### config.mk
export PLATFORM = sky130hd
export DESIGN_NAME = prbs_delay_line
export DESIGN_NICKNAME = d
export VERILOG_FILES = /design/src/rtl/ber_pkg.sv /design/src/rtl/ber_checker_delay.sv
export SDC_FILE = /design/constraint.sdc
export NUM_CORES = 1
export LEC_CHECK = 0
export ABC_AREA = 1
export CORE_UTILIZATION = 55
export DETAILED_ROUTE_END_ITERATION = 10
export GPL_TIMING_DRIVEN = 0
export PLACE_DENSITY = 0.73
export SLEW_MARGIN = 20
export SYNTH_ARGS = -nofsm -noshare
export SYNTH_HDL_FRONTEND = slang
export SYNTH_SLANG_ARGS = --single-unit
### constraint.sdc
create_clock -name clock -period 2.3 [get_ports clock]
set_clock_uncertainty 0.05 [all_clocks]
set_input_delay 0.23 -clock clock [delete_from_list [all_inputs] [get_ports clock]]
set_output_delay 0.23 -clock clock [all_outputs]
set_load 0.005 [all_outputs]
### src/rtl/ber_pkg.sv
// Shared types and helpers for the BER checker: FSM states, clog2, saturating add.
package ber_pkg;

  typedef enum logic [1:0] {
    ST_FILL   = 2'd0,
    ST_SEARCH = 2'd1,
    ST_LOCKED = 2'd2
  } state_e;

  function automatic int clog2(input int v);
    int r;
    r = 0;
    while ((1 << r) < v) r++;
    return r;
  endfunction

  // Clamps at maxv instead of wrapping; callers truncate to their counter width.
  function automatic logic [63:0] sat_add(input logic [63:0] a, input logic [63:0] b,
                                          input logic [63:0] maxv);
    logic [64:0] s;
    s = {1'b0, a} + {1'b0, b};
    return (s > {1'b0, maxv}) ? maxv : s[63:0];
  endfunction

endpackage

### src/rtl/ber_checker_delay.sv
// Reference history for the BER checker: shift register of past PRBS bits plus the
// delay-select mux (d=0 is the live bit, d>0 is the bit seen d strobes ago).
module prbs_delay_line
  import ber_pkg::*;
#(
  parameter int DLY_MAX = 64,
  parameter int W_DLY   = 6
) (
  input  logic             clock,
  input  logic             i_reset,
  input  logic             i_strobe,
  input  logic             i_prbs,
  input  logic [W_DLY-1:0] i_dly,
  output logic             o_ref
);

  logic [DLY_MAX-2:0] hist_q;
  logic [DLY_MAX-1:0] taps;

  always_ff @(posedge clock or posedge i_reset) begin
    if (i_reset)       hist_q <= '0;
    else if (i_strobe) hist_q <= {hist_q[DLY_MAX-3:0], i_prbs};
  end

  assign taps  = {hist_q, i_prbs};
  assign o_ref = taps[i_dly];

endmodule

==> run_results.csv, run 1 <==
group,metric,value,unit
clock_tree,cts-root-buf,"clkbuf_8",
sta,slew_violations,0,
critical_path,r2r_slack,1.44,ns
pwr,ir_drop,0.529,mV
critical_path,start_kind,"flip-flop",
clock_tree,clk-insertion-delay-late,0.35,ns
placed_design,dpl_cell_area,3230,µm²
synthesis,ys_types,17,
sta,max_freq,474,MHz
sta,layout_worst_path_cycle_share,91.8,%
sta,period_needed,2.11,ns
synthesis,syn-num-nets,396,
final_layout,drive_gt1_share,11.2,%
critical_path,worstPathArrival,1.83,ns
final_layout,fin_nets,415,
critical_path,critPathTopFamily,"simple AND/OR/NAND/NOR gates",
placed_design,port_buffers,6,
detailed_routing,drc,0,
die,core,5240,µm²
detailed_routing,drt.antenna.violating_nets,0,
sta,worst_pin_slew,0.522,ns
sta,setup_viol,0,
critical_path,end_kind,"output pin",
final_layout,design_area,3420,µm²
clock_tree,cts_buffers,9,
detailed_routing,dr.pass1.iters,4,
global_route,grtUsageTotal,27.6,%
final_layout,regMostFlops,"hist_q",
synthesis,synth_area,3060,µm²
global_route,antenna_found_initial,0,
die,die_area,5860,µm²
sta,hold_viol,0,
detailed_routing,routedWlPerCell,15.3,µm
sta,rsz0062_at_grt,"no",
die,fp.dieW,76.5,µm
global_route,grt-ovfl-total,0,
clock_tree,htree_num_levels,3,
pwr,power_density,800,nW/µm²
detailed_routing,first_iter_violations,223,
min_path,hold_path_class,"in -> async",
die,rows,26,
clock_tree,cts.clk_slew.worst_paths,0.07,ns
global_route,grt_pass1_wl,12300,µm
synthesis,synth_cells,386,
final_layout,area_growth,11.8,%
critical_path,timing.critical_path.mode_cell,"nand3_1",
synthesis,ys_warn_count,0,
placed_design,dp_hpwl,4760,µm
sta,slew_headroom,65.2,%
critical_path,r2r-start,"hist_q[33]",
detailed_routing,routed_via_density,5.38,
critical_path,crit_chain,"nand2_2 -> nand3_1 -> nand3_1 -> nand2_1 -> nand2_1 -> nand3_1 -> nand3_1 -> nand2_1 -> clkdlybuf4s50_1",
synthesis,ys_ff_latch,63,
global_route,grt_max_degree,41,
global_route,grt_pass1_vias,2541,
critical_path,critical_path_buf_inv_count,1,
critical_path,critPathRequiredTime,2.02,ns
final_layout,largest_register_ffs,63,
critical_path,crit_type,"reg -> out",
detailed_routing,wl,7330,µm
die,start_util,58.3,%
clock_tree,cts_tree,"yes",
critical_path,cpPeakStageDelay,0.50,ns
critical_path,cp_max_fo,3,
placed_design,gp_congestion,0.826,
final_layout,final_util,65.2,%
detailed_routing,dr_total_vias,2576,
critical_path,rr_endpoint,"hist_q[34]",
die,die_h,76.5,µm
run,cap_viol_max_count,0,
final_layout,n_antenna_cell,0,
critical_path,reg2regPathDepth,3,
synthesis,postSynthAreaPerCell,7.92,µm²
die,io_pins,11,
clock_tree,cts.sinks,63,
clock_tree,clockBufferDepth,2,
clock_tree,cts_hold_buf,0,
critical_path,crit_slowest_cell,"clkdlybuf4s50_1",
status,status,"finished, final reports clean",
pwr,leakagePower,1.68,nW
final_layout,largest_registers,"hist_q x63",
synthesis,seq_area_frac_synth,51.6,%
## how the worst max path moves through the flow
| stage | start | endpoint | slack [ns] | cells past startpoint |
|---|---|---|---|---|
| 2_1_floorplan | i_reset | hist_q[0] | 0.45 | 1 |
| 4_1_cts | hist_q[53] | o_ref | 0.17 | 9 |
| 3_3_place_gp | i_reset | hist_q[33] | -0.63 | 2 |
| 3_5_place_dp | i_prbs | o_ref | 0.26 | 10 |
| 5_1_grt | hist_q[33] | o_ref | 0.03 | 9 |
| 6_report | hist_q[53] | o_ref | 0.19 | 9 |
## cells in the mapped netlist
library cell,n,area (µm²)
nand2_2,5,31.3
nand2_1,107,402
inv_4,1,6.26
o21ai_0,31,155
clkbuf_1,7,26.3
inv_8,1,11.3
dfrtp_1,63,1580
nor2_1,31,116
nand3_2,2,20.0
buf_6,7,78.8
buf_8,1,15.0
a21oi_1,31,155
inv_1,36,135
buf_2,8,40.0
nand3_1,52,260
buf_4,2,15.0
mux2_2,1,11.3
## power breakdown
group,internal [mW],leakage [nW],switching [mW]
Sequential,1.27,0.734,0.113
Combinational,0.179,0.854,0.278
Clock,0.469,0.0942,0.419
## timing repair
| action | 4_1_cts | 5_1_grt |
|---|---|---|
| buffers inserted | 0 | 1 |
| endpoints found under the setup margin | 0 | 1 |
| resized for setup | 0 | 0 |
## placed cells by master, fill, tap and decap left out
cell | Yosys | layout
nand2_1 | 107 | 107
dfrtp_1 | 63 | 63
nand3_1 | 52 | 52
inv_1 | 36 | 35
nor2_1 | 31 | 31
a21oi_1 | 31 | 31
o21ai_0 | 31 | 31
clkbuf_8 | 0 | 12
buf_2 | 8 | 8
clkbuf_1 | 7 | 7
buf_6 | 7 | 7
clkdlybuf4s50_1 | 0 | 6
nand2_2 | 5 | 5
buf_4 | 2 | 3
inv_4 | 1 | 2
nand3_2 | 2 | 2
clkinv_2 | 0 | 2
mux2_2 | 1 | 1
inv_8 | 1 | 1
buf_8 | 1 | 1
clkinvlp_4 | 0 | 1
buf_12 | 0 | 1
## through the flow
stage	power [mW]	hold WS, ns	setup TNS [ns]	instances	worst slack [ns]
2_1_floorplan	1.71	0.301	0	386	0.450
3_3_place_gp	1.83	0.445	-39.33	462	-0.628
3_5_place_dp	1.85	0.450	0	463	0.257
4_1_cts	2.74	0.139	0	478	0.173
5_1_grt	2.87	0.178	0	479	0.0273
6_report	2.73	0.141	0	479	0.189
## per-layer routing
metal | GRT usage (%) | wire length [µm] | part of all wire [%] | vias to the layer above
li1 | - | - | - | 1269
met1 | 34.6 | 3310 | 45 | 1243
met2 | 44.5 | 3500 | 48 | 51
met3 | 7.78 | 391 | 5.3 | 13
met4 | 11.9 | 127 | 1.7 | 0
met5 | 0 | 0 | 0 | -
## layout make-up
class,count,area (µm²)
fill,455,1820
sequential,63,1580
inverter,38,155
multi-input combinational,260,1150
tap,70,87.6
buffer,25,175
clock buffer,12,165
timing repair buffer,8,87.6
clock inverter,3,17.5
## logic make-up (layout without fill, tap and decap cells)
group,Yosys count,after routing,synth area share [%]
AO/OA/AOI/OAI,62,62,10.2
buffers and inverters,63,86,10.7
flip-flops,63,63,51.6
multiplexers,1,1,0.369
AND/OR/NAND/NOR,197,197,27.2
Note: power is estimated with default switching activity, not from simulation.
==> run 2, diff against run 1 <==
--- a/config.mk
+++ b/config.mk
@@ -6,10 +6,12 @@
 export NUM_CORES = 1
 export LEC_CHECK = 0
 export ABC_AREA = 1
+export ABC_CLOCK_PERIOD_IN_PS = 2300
 export CORE_UTILIZATION = 55
 export DETAILED_ROUTE_END_ITERATION = 10
+export GPL_ROUTABILITY_DRIVEN = 0
 export GPL_TIMING_DRIVEN = 0
-export PLACE_DENSITY = 0.73
+export PLACE_DENSITY_LB_ADDON = 0.15
 export SLEW_MARGIN = 20
 export SYNTH_ARGS = -nofsm -noshare
 export SYNTH_HDL_FRONTEND = slang
==> run 2 against run 1 <==
Compared with the run above: global-route usage is 0.69 points lower; critical path depth stayed put; count of clock-buffer cells in the layout is 4 higher; final cell count stayed put; total power is 1.1% lower; largest cell class unchanged; utilization is 0.24 points lower; critical path type unchanged; critical endpoint unchanged.
==> run_results.csv, run 2 (synthesis results as in run 1) <==
group,metric,value,unit
sta,max_freq,474,MHz
clock_tree,cts-root-buf,"clkbuf_8",
placed_design,dp_hpwl,4800,µm
detailed_routing,wl,7300,µm
sta,worst_pin_slew,0.517,ns
die,start_util,58.3,%
detailed_routing,dr_total_vias,2582,
sta,setup_viol,0,
detailed_routing,routedWlPerCell,15.2,µm
final_layout,drive_gt1_share,10.0,%
global_route,grt_pass1_wl,12200,µm
critical_path,r2r-start,"hist_q[59]",
global_route,grt_max_degree,49,
run,cap_viol_max_count,0,
critical_path,reg2regPathDepth,1,
sta,layout_worst_path_cycle_share,91.7,%
critical_path,crit_type,"reg -> out",
die,die_h,76.5,µm
critical_path,end_kind,"output pin",
final_layout,largest_registers,"hist_q x63",
final_layout,fin_nets,414,
sta,slew_violations,0,
detailed_routing,dr.pass1.iters,7,
final_layout,largest_register_ffs,63,
final_layout,final_util,65.0,%
min_path,hold_path_class,"in -> async",
clock_tree,clk-insertion-delay-late,0.33,ns
sta,hold_viol,0,
critical_path,cp_max_fo,3,
critical_path,critPathRequiredTime,2.02,ns
die,io_pins,11,
final_layout,n_antenna_cell,0,
clock_tree,cts.clk_slew.worst_paths,0.07,ns
clock_tree,cts_hold_buf,0,
die,die_area,5860,µm²
pwr,power_density,794,nW/µm²
global_route,grt-ovfl-total,0,
critical_path,start_kind,"flip-flop",
placed_design,port_buffers,6,
detailed_routing,drt.antenna.violating_nets,0,
detailed_routing,first_iter_violations,226,
final_layout,final_common_cell,"nand2_1",
final_layout,final_cell_mix,"107 x nand2_1, 63 x dfrtp_1, 52 x nand3_1, 35 x inv_1",
sta,slew_headroom,65.5,%
clock_tree,cts_tree,"yes",
pwr,leakagePower,1.67,nW
detailed_routing,drc,0,
critical_path,worstPathArrival,1.83,ns
clock_tree,cts.sinks,63,
detailed_routing,routed_via_density,5.39,
critical_path,cp-startpoint,"hist_q[57]",
clock_tree,htree_num_levels,3,
die,fp.dieW,76.5,µm
die,core,5240,µm²
clock_tree,cts_setup_buffers,0,
clock_tree,cts_buffers,9,
pwr,ir_drop,0.666,mV
sta,rsz0062_at_grt,"no",
sta,period_needed,2.11,ns
global_route,grtUsageTotal,26.9,%
final_layout,regMostFlops,"hist_q",
die,rows,26,
pwr,power,2.70,mW
global_route,grt_pass1_vias,2481,
global_route,antenna_found_initial,0,
status,status,"finished, final reports clean",
clock_tree,cts_resized,0,
final_layout,area_growth,11.4,%
clock_tree,clockBufferDepth,2,
## run 2: changes by cell type in the layout (fill, tap and decap cells not counted), sizes merged
cell      change
clkinvlp      -1
buf           -1
clkinv        -2
clkbuf        +4
## run 2: routing by layer
metal | routed length, µm | part of all wire, % | up-vias | GRT usage [%]
met3 | 377 | 5.2 | 6 | 5.03
met2 | 3560 | 49 | 77 | 44.6
met4 | 45 | 0.62 | 0 | 9.42
met5 | 0 | 0 | - | 0
met1 | 3320 | 45 | 1238 | 35.3
li1 | - | - | 1261 | -
## run 2: path summary, 6_finish.rpt
kind,slack (ns),to
setup / recovery,0.19,o_ref
hold / removal,0.11,hist_q[3]
setup reg to reg,1.47,hist_q[60]
hold reg to reg,0.46,hist_q[61]
max in group asynchronous,1.59,hist_q[26]
min in group clock,0.41,hist_q[25]
## run 2: metrics by stage
step	std cells	TNS [ns]	hold WS [ns]	setup slack, ns	cell area (µm²)
global route	479	0	0.145	0.0399	3400
finish	479	0	0.114	0.192	3400
floorplan	386	0	0.301	0.450	3060
CTS	479	0	0.118	0.195	3400
detailed placement	463	0	0.446	0.254	3230
global placement	462	-37.43	0.442	-0.597	3200
## run 2: where the power goes
part           switching [mW]  internal [mW]
sequential              0.117           1.27
combinational           0.277          0.177
clock                   0.405          0.454
## run 2: critical path, cell delays in order (launching register included)
cell and delay [ns]:
dfrtp_1 0.39, nand2_1 0.07, nand3_1 0.06, nand3_1 0.07, nand2_1 0.11, nand2_1 0.06
nand3_1 0.07, nand3_1 0.07, nand2_1 0.08, clkdlybuf4s50_1 0.50
## run 2: layout make-up
cell class,count,area (µm²)
buffer,25,175
clock buffer,16,170
fill,465,1830
inverter,38,155
multi-input combinational,260,1150
sequential,63,1580
tap,70,87.6
timing repair buffer,7,87.6
